==> config.mk <==
export PLATFORM = sky130hd
export DESIGN_NAME = ysyx_25030093_ifu
export DESIGN_NICKNAME = d
export VERILOG_FILES = /design/src/rtl/ysyx_25030093_pkg.sv /design/src/rtl/ysyx_25030093_ifu.sv
export SDC_FILE = /design/constraint.sdc
export NUM_CORES = 1
export LEC_CHECK = 0
export ABC_CLOCK_PERIOD_IN_PS = 2600
export CAP_MARGIN = 10
export CORE_MARGIN = 2
export CORE_UTILIZATION = 43
export CTS_BUF_LIST = sky130_fd_sc_hd__clkbuf_8
export CTS_CLUSTER_DIAMETER = 200
export DETAILED_ROUTE_END_ITERATION = 10
export PLACE_DENSITY = 0.83
export SETUP_SLACK_MARGIN = 0.3
export SLEW_MARGIN = 10
export SYNTH_ARGS = -nofsm -noshare
export SYNTH_HDL_FRONTEND = slang
export SYNTH_SLANG_ARGS = --single-unit
==> constraint.sdc <==
create_clock -name clock -period 2.6 [get_ports clock]
set_clock_uncertainty 0.2 [all_clocks]
set_input_delay 0.26 -clock clock [delete_from_list [all_inputs] [get_ports clock]]
set_output_delay 0.26 -clock clock [all_outputs]
set_load 0.02 [all_outputs]
==> src/rtl/ysyx_25030093_pkg.sv <==
// rtl/ysyx_25030093_pkg.sv - shared encodings for the NPC fetch path
package ysyx_25030093_pkg;

  typedef enum logic [1:0] {
    S_AR   = 2'b00,
    S_R    = 2'b01,
    S_HOLD = 2'b10,
    S_NPC  = 2'b11
  } ifu_state_t;

  localparam logic [1:0]  RESP_OKAY        = 2'b00;
  localparam logic [31:0] RESET_PC_DEFAULT = 32'h8000_0000;

endpackage

==> src/rtl/ysyx_25030093_ifu.sv <==
// rtl/ysyx_25030093_ifu.sv - multicycle instruction fetch over an AXI4-Lite read channel
module ysyx_25030093_ifu
  import ysyx_25030093_pkg::*;
#(
  parameter int              XLEN     = 32,
  parameter logic [XLEN-1:0] RESET_PC = RESET_PC_DEFAULT
) (
  input  logic            clock,
  input  logic            reset,
  output logic [XLEN-1:0] araddr,
  output logic            arvalid,
  input  logic            arready,
  input  logic [XLEN-1:0] rdata,
  input  logic [1:0]      rresp,
  input  logic            rvalid,
  output logic            rready,
  output logic            inst_valid,
  input  logic            inst_ready,
  output logic [XLEN-1:0] inst,
  output logic [XLEN-1:0] inst_pc,
  output logic            inst_fault,
  input  logic            npc_valid,
  output logic            npc_ready,
  input  logic [XLEN-1:0] npc
);

  ifu_state_t      state;
  logic [XLEN-1:0] pc;
  logic            misaligned;

  // A misaligned PC never reaches the bus; it turns straight into a faulted instruction.
  assign misaligned = |pc[1:0];
  assign araddr     = pc;
  assign arvalid    = (state == S_AR) && !misaligned;
  assign rready     = (state == S_R);
  assign inst_valid = (state == S_HOLD);
  assign npc_ready  = (state == S_NPC);

  always_ff @(posedge clock) begin
    if (reset) begin
      state      <= S_AR;
      pc         <= RESET_PC;
      inst       <= '0;
      inst_pc    <= '0;
      inst_fault <= 1'b0;
    end else begin
      case (state)
        S_AR: begin
          if (misaligned) begin
            inst       <= '0;
            inst_pc    <= pc;
            inst_fault <= 1'b1;
            state      <= S_HOLD;
          end else if (arready) begin
            state <= S_R;
          end
        end
        S_R: begin
          if (rvalid) begin
            inst       <= rdata;
            inst_pc    <= pc;
            inst_fault <= (rresp != RESP_OKAY);
            state      <= S_HOLD;
          end
        end
        S_HOLD: begin
          if (inst_ready) state <= S_NPC;
        end
        S_NPC: begin
          if (npc_valid) begin
            pc    <= npc;
            state <= S_AR;
          end
        end
        default: state <= S_AR;
      endcase
    end
  end

endmodule

==> results of run 1 <==
==> per-layer routing <==
layer | global-route usage [%] | up-vias
li1 | - | 1893
met4 | 6.53 | 0
met2 | 37.6 | 166
met5 | 0 | -
met1 | 29.6 | 1804
met3 | 5.51 | 6
==> cell type report <==
| class | count | area (um^2) |
|---|---|---|
| fill | 745 | 2910 |
| sequential | 99 | 1980 |
| timing repair buffer | 185 | 1840 |
| multi-input combinational | 315 | 1600 |
| tap | 108 | 135 |
| clock buffer | 9 | 124 |
| clock inverter | 7 | 70.1 |
| inverter | 3 | 12.5 |
==> registers in the layout, summed over array words and instances (netlist names) <==
signal,count
araddr,32
inst,32
inst_pc,32
state,2
inst_fault,1
==> per-stage QoR <==
step / hold slack [ns] / instances / util (%)
6_report: 0.204 / 726 / 66.5
5_1_grt: 0.218 / 726 / 66.5
4_1_cts: 0.193 / 725 / 66.3
3_5_place_dp: 0.263 / 709 / 64.1
3_3_place_gp: 0.255 / 709 / 64.1
2_1_floorplan: 0.184 / 462 / -
==> where the power goes <==
part           switching, mW  internal [mW]
combinational           1.31          0.654
sequential            0.0652           1.62
clock                  0.515          0.442
==> logic make-up after synthesis <==
family / count (synthesis) / share of synthesized area, %
buffers and inverters: 48 / 6.46
adder cells (fa/ha/maj): 5 / 1.64
flip-flops: 99 / 52.0
AND/OR/NAND/NOR: 142 / 16.8
AO/OA/AOI/OAI: 165 / 22.2
multiplexers: 3 / 0.951
==> what timing repair did <==
action                     CTS  global route
resized for setup            5             7
setup buffers                0             1
hold endpoints to repair     0             0
pin swaps                    0             0
hold buffers                 0             0
setup endpoints to repair   15            22
==> cell usage in the layout, fill, tap and decap left out <==
| cell type | n |
|---|---|
| nor3b_1 | 1 |
| buf_8 | 1 |
| clkdlybuf4s50_1 | 169 |
| dfxtp_1 | 99 |
| a21oi_1 | 97 |
| clkinvlp_4 | 3 |
| clkinv_4 | 1 |
| or3b_4 | 1 |
| inv_1 | 2 |
| mux2_2 | 2 |
| a221oi_1 | 1 |
| o21ai_0 | 23 |
| dlygate4sd2_1 | 1 |
| ha_2 | 1 |
| ha_1 | 4 |
| nand2_1 | 68 |
| o21ai_1 | 41 |
| buf_2 | 1 |
| buf_12 | 2 |
| nand2b_1 | 3 |
| mux2i_4 | 1 |
| a311oi_2 | 1 |
| o2111ai_2 | 1 |
| clkbuf_8 | 9 |
| nand3_1 | 62 |
| clkinv_2 | 2 |
| nand3b_1 | 1 |
| nor2_1 | 3 |
| inv_2 | 1 |
| nor3_1 | 1 |
| buf_4 | 11 |
| and2_1 | 2 |
| bufinv_16 | 1 |
| o211a_1 | 1 |
==> how the worst min path moves through the flow <==
stage | startpoint | endpoint | slack, ns | cells after the start
after global routing | reset | inst[13] | 0.22 | 2
after detailed placement | araddr[4] | araddr[4] | 0.26 | 2
final | reset | inst[31] | 0.20 | 2
after floorplan | npc[31] | araddr[31] | 0.18 | 2
after global placement | inst[12] | inst[12] | 0.25 | 2
after CTS | reset | inst[31] | 0.19 | 2
==> impl_results.md, run 1 <==
* Slew Viols, Final at 0
* Avg Cell Area, Syn at 8.26 um^2
* Iter 0 DRT Violations at 184
* Via count at 3,869
* H-tree levels at 3
* Vias per cell at 5.33
* Main flop type after synthesis: dfxtp_1
* Power consumption at 4.60 mW
* GR Util All Layers at 22.7%
* Placement Cell Area at 5560 um^2
* EDFF count, synth at 0
* Maximum fanout along the worst path at 21
* Req. time, crit path at 2.64 ns
* CP Capture Type: flip-flop
* Synth warn at 0
* Slew @ Worst Pin at 0.585 ns
* Vias in the first global route at 3,639
* Max Cap Violations at 0
* Pre-CTS WS at 0.268 ns
* Worst path slowest cell: or3b_4
* Largest stage delay, worst path at 0.41 ns
* Initial Util at 44.0%
* Design Area, Final at 5770 um^2
* Antenna cells at 0
* Critical Path AT at 2.29 ns
* Buffers and inverters on the worst path at 2
* Ratio of cells with drive above 1 in the final layout at 6.31%
* CP startpoint: state[1]
* Yosys cell types at 26
* Power Density at 798 nW/um^2
* CTS tree: done
* Area of the core at 8680 um^2
* Reg clk slew, reported paths at 0.09 ns
* GPL Wtd Cong at 0.819
* Synth top area share at 52.0%
* GRT Residual Overflow at 0
* Setup tns final at 0 ns
* Startpoint Class: flip-flop
* R2R Path Start: state[1]
* DRC violation count after routing at 0
* Post-Syn Nets at 539
* Met3 routed WL at 919 um
* Met2 wire len at 5.56 mm
* Setup crit end: state[1]
* Worst-case reg-to-reg path depth at 6
* Critical path class: reg -> reg
* DPL Wire Length at 7.76 mm
* Pre-antenna DRT Iters at 5
* Final hold vios at 0
* Clock Latency Late Sink at 0.35 ns
* Cell count along the critical path at 6
* Most common cell in the netlist: dfxtp_1
* Post-synth ARST share at 0%
* Clock Path Buffers at 2
* Outcome: complete, no violations
* Hold Crit Class: in -> reg
* Area leader, netlist: dfxtp_1
* Synth top cells by count: dfxtp_1 (99), a21oi_1 (97), nand2_1 (68)
* Mapped Area at 3810 um^2
* Pleak at 1.89 nW
* Flops & latches, synth at 99
* Synth top area cells: dfxtp_1 (52%), a21oi_1 (13%), nand3_1 (8.1%)
* Drt total wl at 11.3 mm
* Normalized max-slew margin at 61.0%
* Peak VDD IR at 0.497 mV
* Largest net degree at the start of global routing at 65
* Worst R2R End: state[1]
* Number of port buffers at 172
* Period minus WS final at 2.25 ns
* Nets at 690
* Worst reg2reg setup slack at 0.35 ns
* Syn Inst Count at 462
* Worst-path cell chain: inv_1, ha_2, or3b_4, buf_4, o2111ai_2, mux2_2
* Clk sink count at 99
* Worst setup margin at 0.353 ns
* First-pass GRT wire length at 18.0 mm
* Antenna Nets Post-Route at 0
* Die W at 98.2 um
* Inserted Clock Buffers at 9
* Finish-stage setup viols at 0
* Root Driver: clkbuf_8
* Die Ht at 98.2 um
* DR WL/cell at 15.6 um
* RSZ-0062 raised after global routing: no
* Die area at 9640 um^2
* # rows at 34
* Period utilisation layout at 86.4%
* Top sig layer: met4
* IO Pins at 173
* Initial antenna violation count at 0
* Critical path's top delay family: simple AND/OR/NAND/NOR gates
* Area grow syn2layout at 51.3%
* Wl on met1 at 4.76 mm
* F_max at 445 MHz
* Sequential fraction of the synthesis area at 52.0%
(Power assumes the default switching activity.)
==> run 2, diff against run 1 <==
--- a/config.mk
+++ b/config.mk
@@ -6,13 +6,14 @@
 export NUM_CORES = 1
 export LEC_CHECK = 0
 export ABC_CLOCK_PERIOD_IN_PS = 2600
-export CAP_MARGIN = 10
 export CORE_MARGIN = 2
 export CORE_UTILIZATION = 43
 export CTS_BUF_LIST = sky130_fd_sc_hd__clkbuf_8
 export CTS_CLUSTER_DIAMETER = 200
+export CTS_CLUSTER_SIZE = 20
 export DETAILED_ROUTE_END_ITERATION = 10
 export PLACE_DENSITY = 0.83
+export RECOVER_POWER = 25
 export SETUP_SLACK_MARGIN = 0.3
 export SLEW_MARGIN = 10
 export SYNTH_ARGS = -nofsm -noshare
==> run 2 against run 1 <==
Net effect: core utilization shrank 0.087 points; register-to-register slack is essentially flat; largest cell class unchanged; critical path depth is the same; critical path type unchanged; combinational power is essentially flat; wire length shrank 0.15%; sequential power is essentially flat; sequential share of layout area is essentially flat; cell count is the same; total power shrank 0.10%.
==> impl_results.md, run 2 (synthesis results as in run 1) <==
* Outcome: complete, no violations
* Cell count along the critical path at 6
* Max Cap Violations at 0
* IO Pins at 173
* Nets at 690
* Number of port buffers at 172
* H-tree levels at 3
* Top sig layer: met4
* Startpoint Class: flip-flop
* Most frequent cells in the layout: clkdlybuf4s50_1 (151), dfxtp_1 (99), a21oi_1 (97)
* Ratio of cells with drive above 1 in the final layout at 5.99%
* Critical path's top delay family: simple AND/OR/NAND/NOR gates
* Worst path slowest cell: or3b_4
* Slew @ Worst Pin at 0.825 ns
* Period minus WS final at 2.24 ns
* Layout Cells excl Fill at 726
* Die W at 98.2 um
* Largest net degree at the start of global routing at 65
* Worst-case reg-to-reg path depth at 6
* # rows at 34
* First-pass GRT wire length at 18.0 mm
* Slew Viols, Final at 0
* Die area at 9640 um^2
* GRT Residual Overflow at 0
* Iter 0 DRT Violations at 191
* Clock Latency Late Sink at 0.35 ns
* Hold Slack at 0.209 ns
* Drt total wl at 11.3 mm
* Area of the core at 8680 um^2
* Multi-input gate area at 1600 um^2
* GR Util All Layers at 22.7%
* GPL Wtd Cong at 0.819
* Largest stage delay, worst path at 0.41 ns
* Pre-antenna DRT Iters at 5
* Fillcell total at 747
* Normalized max-slew margin at 45.0%
* Pleak at 1.95 nW
* DPL Wire Length at 7.76 mm
* Design Area, Final at 5760 um^2
* Period utilisation layout at 86.0%
* Setup crit end: state[1]
* Worst R2R End: state[1]
* Placement Cell Area at 5560 um^2
* DR WL/cell at 15.6 um
* Antenna cells at 0
* Final hold vios at 0
* Critical path class: reg -> reg
* Power Density at 798 nW/um^2
* Wl on met1 at 4.78 mm
* RSZ-0062 raised after global routing: no
* Area grow syn2layout at 51.1%
* Critical Path AT at 2.28 ns
* Finish-stage setup viols at 0
* Worst reg2reg setup slack at 0.36 ns
* Post-cts hold buffer count at 0
* Clock Path Buffers at 2
* Worst-path cell chain: inv_1, ha_2, or3b_4, buf_4, o2111ai_2, mux2_2
* Met3 routed WL at 931 um
* Placed Cells at 709
* Clk sink count at 99
* Root Driver: clkbuf_8
* CP Capture Type: flip-flop
* Inserted Clock Buffers at 9
* CTS tree: done
* Vias per cell at 5.34
* Via count at 3,875
* Most common cell after layout, fill and taps aside: clkdlybuf4s50_1
* Die Ht at 98.2 um
* CP startpoint: state[1]
* DRC violation count after routing at 0
* Met2 wire len at 5.49 mm
* Req. time, crit path at 2.65 ns
* Peak VDD IR at 0.498 mV
* Setup tns final at 0 ns
* Maximum fanout along the worst path at 21
* Reg clk slew, reported paths at 0.09 ns
* Vias in the first global route at 3,639
* Initial Util at 44.0%
* Initial antenna violation count at 0
* Hold Crit Class: in -> reg
* F_max at 447 MHz
* Antenna Nets Post-Route at 0
* Buffers and inverters on the worst path at 2
* R2R Path Start: state[1]
* FF+latch area at 1980 um^2
[run 2: changes by cell type in the layout (fill, tap and decap cells not counted)]
| cell | change |
|---|---|
| clkdlybuf4s50_1 | -18 |
| dlygate4sd3_1 | +18 |
| buf_4 | -2 |
| clkbuf_1 | +2 |
| and2_0 | +1 |
| and2_1 | -1 |
[run 2: through the flow]
stage                     utilization (%)  setup WS [ns]  power [mW]
after detailed placement             64.1          0.268        3.63
after floorplan                         -          0.645        3.06
final                                66.4          0.363        4.60
after CTS                            66.3          0.288        4.57
after global routing                 66.4          0.292        4.86
after global placement               64.1          0.386        3.56
[run 2: routing by layer]
metal | global-route usage, % | up-vias
met4 | 6.53 | 0
li1 | - | 1896
met5 | 0 | -
met2 | 37.6 | 180
met1 | 29.6 | 1791
met3 | 5.51 | 8
[run 2: where the power goes]
group	leakage, nW	switching (mW)	internal (mW)
Combinational	1.06	1.31	0.644
Clock	0.0926	0.518	0.442
Sequential	0.799	0.0644	1.62
[run 2: area by class of cell]
class	instances	area share [%]
clock buffers	9	2.15
repair buffers	185	31.8
inverters	3	0.217
flip-flops and latches	99	34.4
well taps	108	2.34
clock inverters	7	1.22
multi-input cells	315	27.8
[run 2: worst min path at each step]
stage / startpoint / end / slack [ns] / cells after the start
final: reset / inst[31] / 0.21 / 2
after detailed placement: araddr[4] / araddr[4] / 0.26 / 2
after global placement: inst[12] / inst[12] / 0.25 / 2
after CTS: reset / inst[31] / 0.19 / 2
after global routing: reset / inst[13] / 0.22 / 2
after floorplan: npc[31] / araddr[31] / 0.18 / 2
[run 2: timing repair]
item | CTS | global route
setup buffers | 0 | 1
cloned | 0 | 0
setup endpoints to repair | 15 | 22
resized for setup | 5 | 7
[run 2: worst reg2reg max path, cell delays in order, from the launching register on]
cell and delay, ns:
dfxtp_1 0.35, inv_1 0.14, ha_2 0.24, or3b_4 0.41, buf_4 0.23, o2111ai_2 0.22, mux2_2 0.35
==> variant: new RTL, config.mk and constraints of run 2 <==
`XLEN`: 32 -> 40.
--- a/src/rtl/ysyx_25030093_ifu.sv
+++ b/src/rtl/ysyx_25030093_ifu.sv
@@ -2,7 +2,7 @@
 module ysyx_25030093_ifu
   import ysyx_25030093_pkg::*;
 #(
-  parameter int              XLEN     = 32,
+  parameter int              XLEN     = 40,
   parameter logic [XLEN-1:0] RESET_PC = RESET_PC_DEFAULT
 ) (
   input  logic            clock,
Ports: changed (5 resized); port bits go from 173 to 213. No check against the original RTL was run, so the function may have changed too.
==> variant against run 2 <==
Routed wire length rose by 31%. Cell area rose by 26%. Power rose by 33%. Sequential cell count rose by 24. Setup slack got worse by 0.024 ns. Area after synthesis rose by 22%. Largest cell class unchanged.
==> variant: results (changes against run 2) <==
| Metric | Value |
|---|---|
| DR WL met2 | 7596 µm (was 5487 µm) |
| Pwr Density | 842.0 nW/µm² (was 798.1 nW/µm²) |
| GP Congestion | 0.7753 (was 0.8191) |
| Met1 Use GR | 0.2845 (was 0.2965) |
| Clk slew on worst S/H paths | 0.07 ns (was 0.09 ns) |
| NumNets Final | 854 (was 690) |
| Drt wl/cell | 16.27 µm (was 15.61 µm) |
| Global-route wire length before repair | 23110 µm (was 18040 µm) |
| Synth area leaders | dfxtp_1 (53%), a21oi_1 (13%), o21ai_0 (8.6%), nand3_1 (8.4%), nand2_1 (6.8%) (was dfxtp_1 (52%), a21oi_1 (13%), nand3_1 (8.1%), nand2_1 (6.7%), o21ai_1 (5.4%)) |
| Synth Area per Inst | 8.135 µm² (was 8.257 µm²) |
| Vias in the first global route | 4717 (was 3639) |
| Worst VDD drop | 0.6695 mV (was 0.4977 mV) |
| Worst path slowest cell | clkdlybuf4s50_1 (was or3b_4) |
| Slew @ Worst Pin | 0.5145 ns (was 0.8253 ns) |
| Slowest stage delay, CP | 0.65 ns (was 0.41 ns) |
| Setup slack at placement | 0.2563 ns (was 0.2679 ns) |
| Placed standard-cell area | 6833 µm² (was 5559 µm²) |
| Non-Filler Instances | 909 (was 726) |
| Top Family by Delay on Critical Path | buffers and inverters (was simple AND/OR/NAND/NOR gates) |
| Switching fraction of total power | 0.3777 (was 0.4122) |
| Seq pwr share | 0.339 (was 0.366) |
| Grt met2 use | 0.4488 (was 0.3757) |
| Drt first pass iters | 4 (was 5) |
| Buffers on Ports | 212 (was 172) |
| Placed Cells | 878 (was 709) |
| Post-DP HPWL | 10490 µm (was 7757 µm) |
| Status | finished clean (unchanged) |
| Most frequent cells after synthesis | dfxtp_1 (123), a21oi_1 (121), nand2_1 (84), o21ai_0 (80), nand3_1 (78) (was dfxtp_1 (99), a21oi_1 (97), nand2_1 (68), nand3_1 (62), o21ai_1 (41)) |
| Largest net degree at the start of global routing | 46 (was 65) |
| Met3 Track Usage GR | 0.05872 (was 0.05512) |
| Worst Path Max Fanout | 4 (was 21) |
| Clock power frac | 0.295 (was 0.209) |
| CTS H-tree depth | 4 (was 3) |
| Routed vias/inst | 5.370 (was 5.337) |
| Mapped Nets | 663 (was 539) |
| Layout cell share with drive strength beyond 1 | 0.07115 (was 0.05987) |
| Met1 WL | 5641 µm (was 4784 µm) |
| Seq/Total Area, Yosys | 0.5310 (was 0.5195) |
| Count of different cell masters after synthesis | 27 (was 26) |
| Iteration-0 DRC Markers | 292 (was 191) |
| GRT Resource Usage Total | 0.2551 (was 0.2269) |
| Clk_lat worst skew | 0.42 ns (was 0.35 ns) |
| Met3 wire len | 1024 µm (was 931 µm) |
| Cts bufs inserted | 17 (was 9) |
==> variant: cell types whose count changed in the layout (fill, tap and decap cells not counted), sizes merged, moves of 3 or more <==
cell and change:
clkbuf +9, nand2 +16, buf +6, o21ai +16, dlygate4sd3 +28, bufinv +3, clkinvlp -3, nand3 +16
clkdlybuf4s50 +12, a21oi +24, dfxtp +24, inv +3
==> variant: timing repair <==
item / CTS / global route
endpoints found under the hold margin: 0 / 0
gates resized for setup: 6 / 6
endpoints found under the setup margin: 2 / 48
setup buffers: 0 / 0
==> variant: final timing paths <==
| path | startpoint | endpoint | slack, ns | cells after the start |
|---|---|---|---|---|
| max | state[0] | inst_valid | 0.34 | 3 |
| min reg2reg | inst_pc[2] | inst_pc[2] | 0.27 | 2 |
| max reg2reg | state[0] | inst[32] | 0.36 | 7 |
| min | reset | inst_pc[6] | 0.08 | 2 |
==> variant: cells by family (layout without fill, tap and decap cells) <==
group / Yosys count / after routing / synth area share
compound gates: 205 / 205 / 0.2275
fa+ha+maj: 5 / 5 / 0.01349
buf+inv: 60 / 263 / 0.05288
flops: 123 / 123 / 0.5310
mux: 3 / 3 / 0.007015
simple gates: 174 / 174 / 0.1681
==> variant: cell type report <==
cell class | count | area [µm²]
clock buffers | 20 | 275.3
clock inverters | 11 | 151.4
fillers | 848 | 3142
inverters | 3 | 13.76
multi-input cells | 387 | 1958
flip-flops and latches | 123 | 2462
well taps | 136 | 170.2
repair buffers | 229 | 2243
==> variant: worst reg2reg max path, stage by stage (launching register included) <==
cell,delay [ns]
dfxtp_1,0.33
inv_1,0.18
ha_4,0.19
or3b_4,0.43
inv_4,0.11
buf_4,0.37
o21ai_0,0.19
a21oi_1,0.18
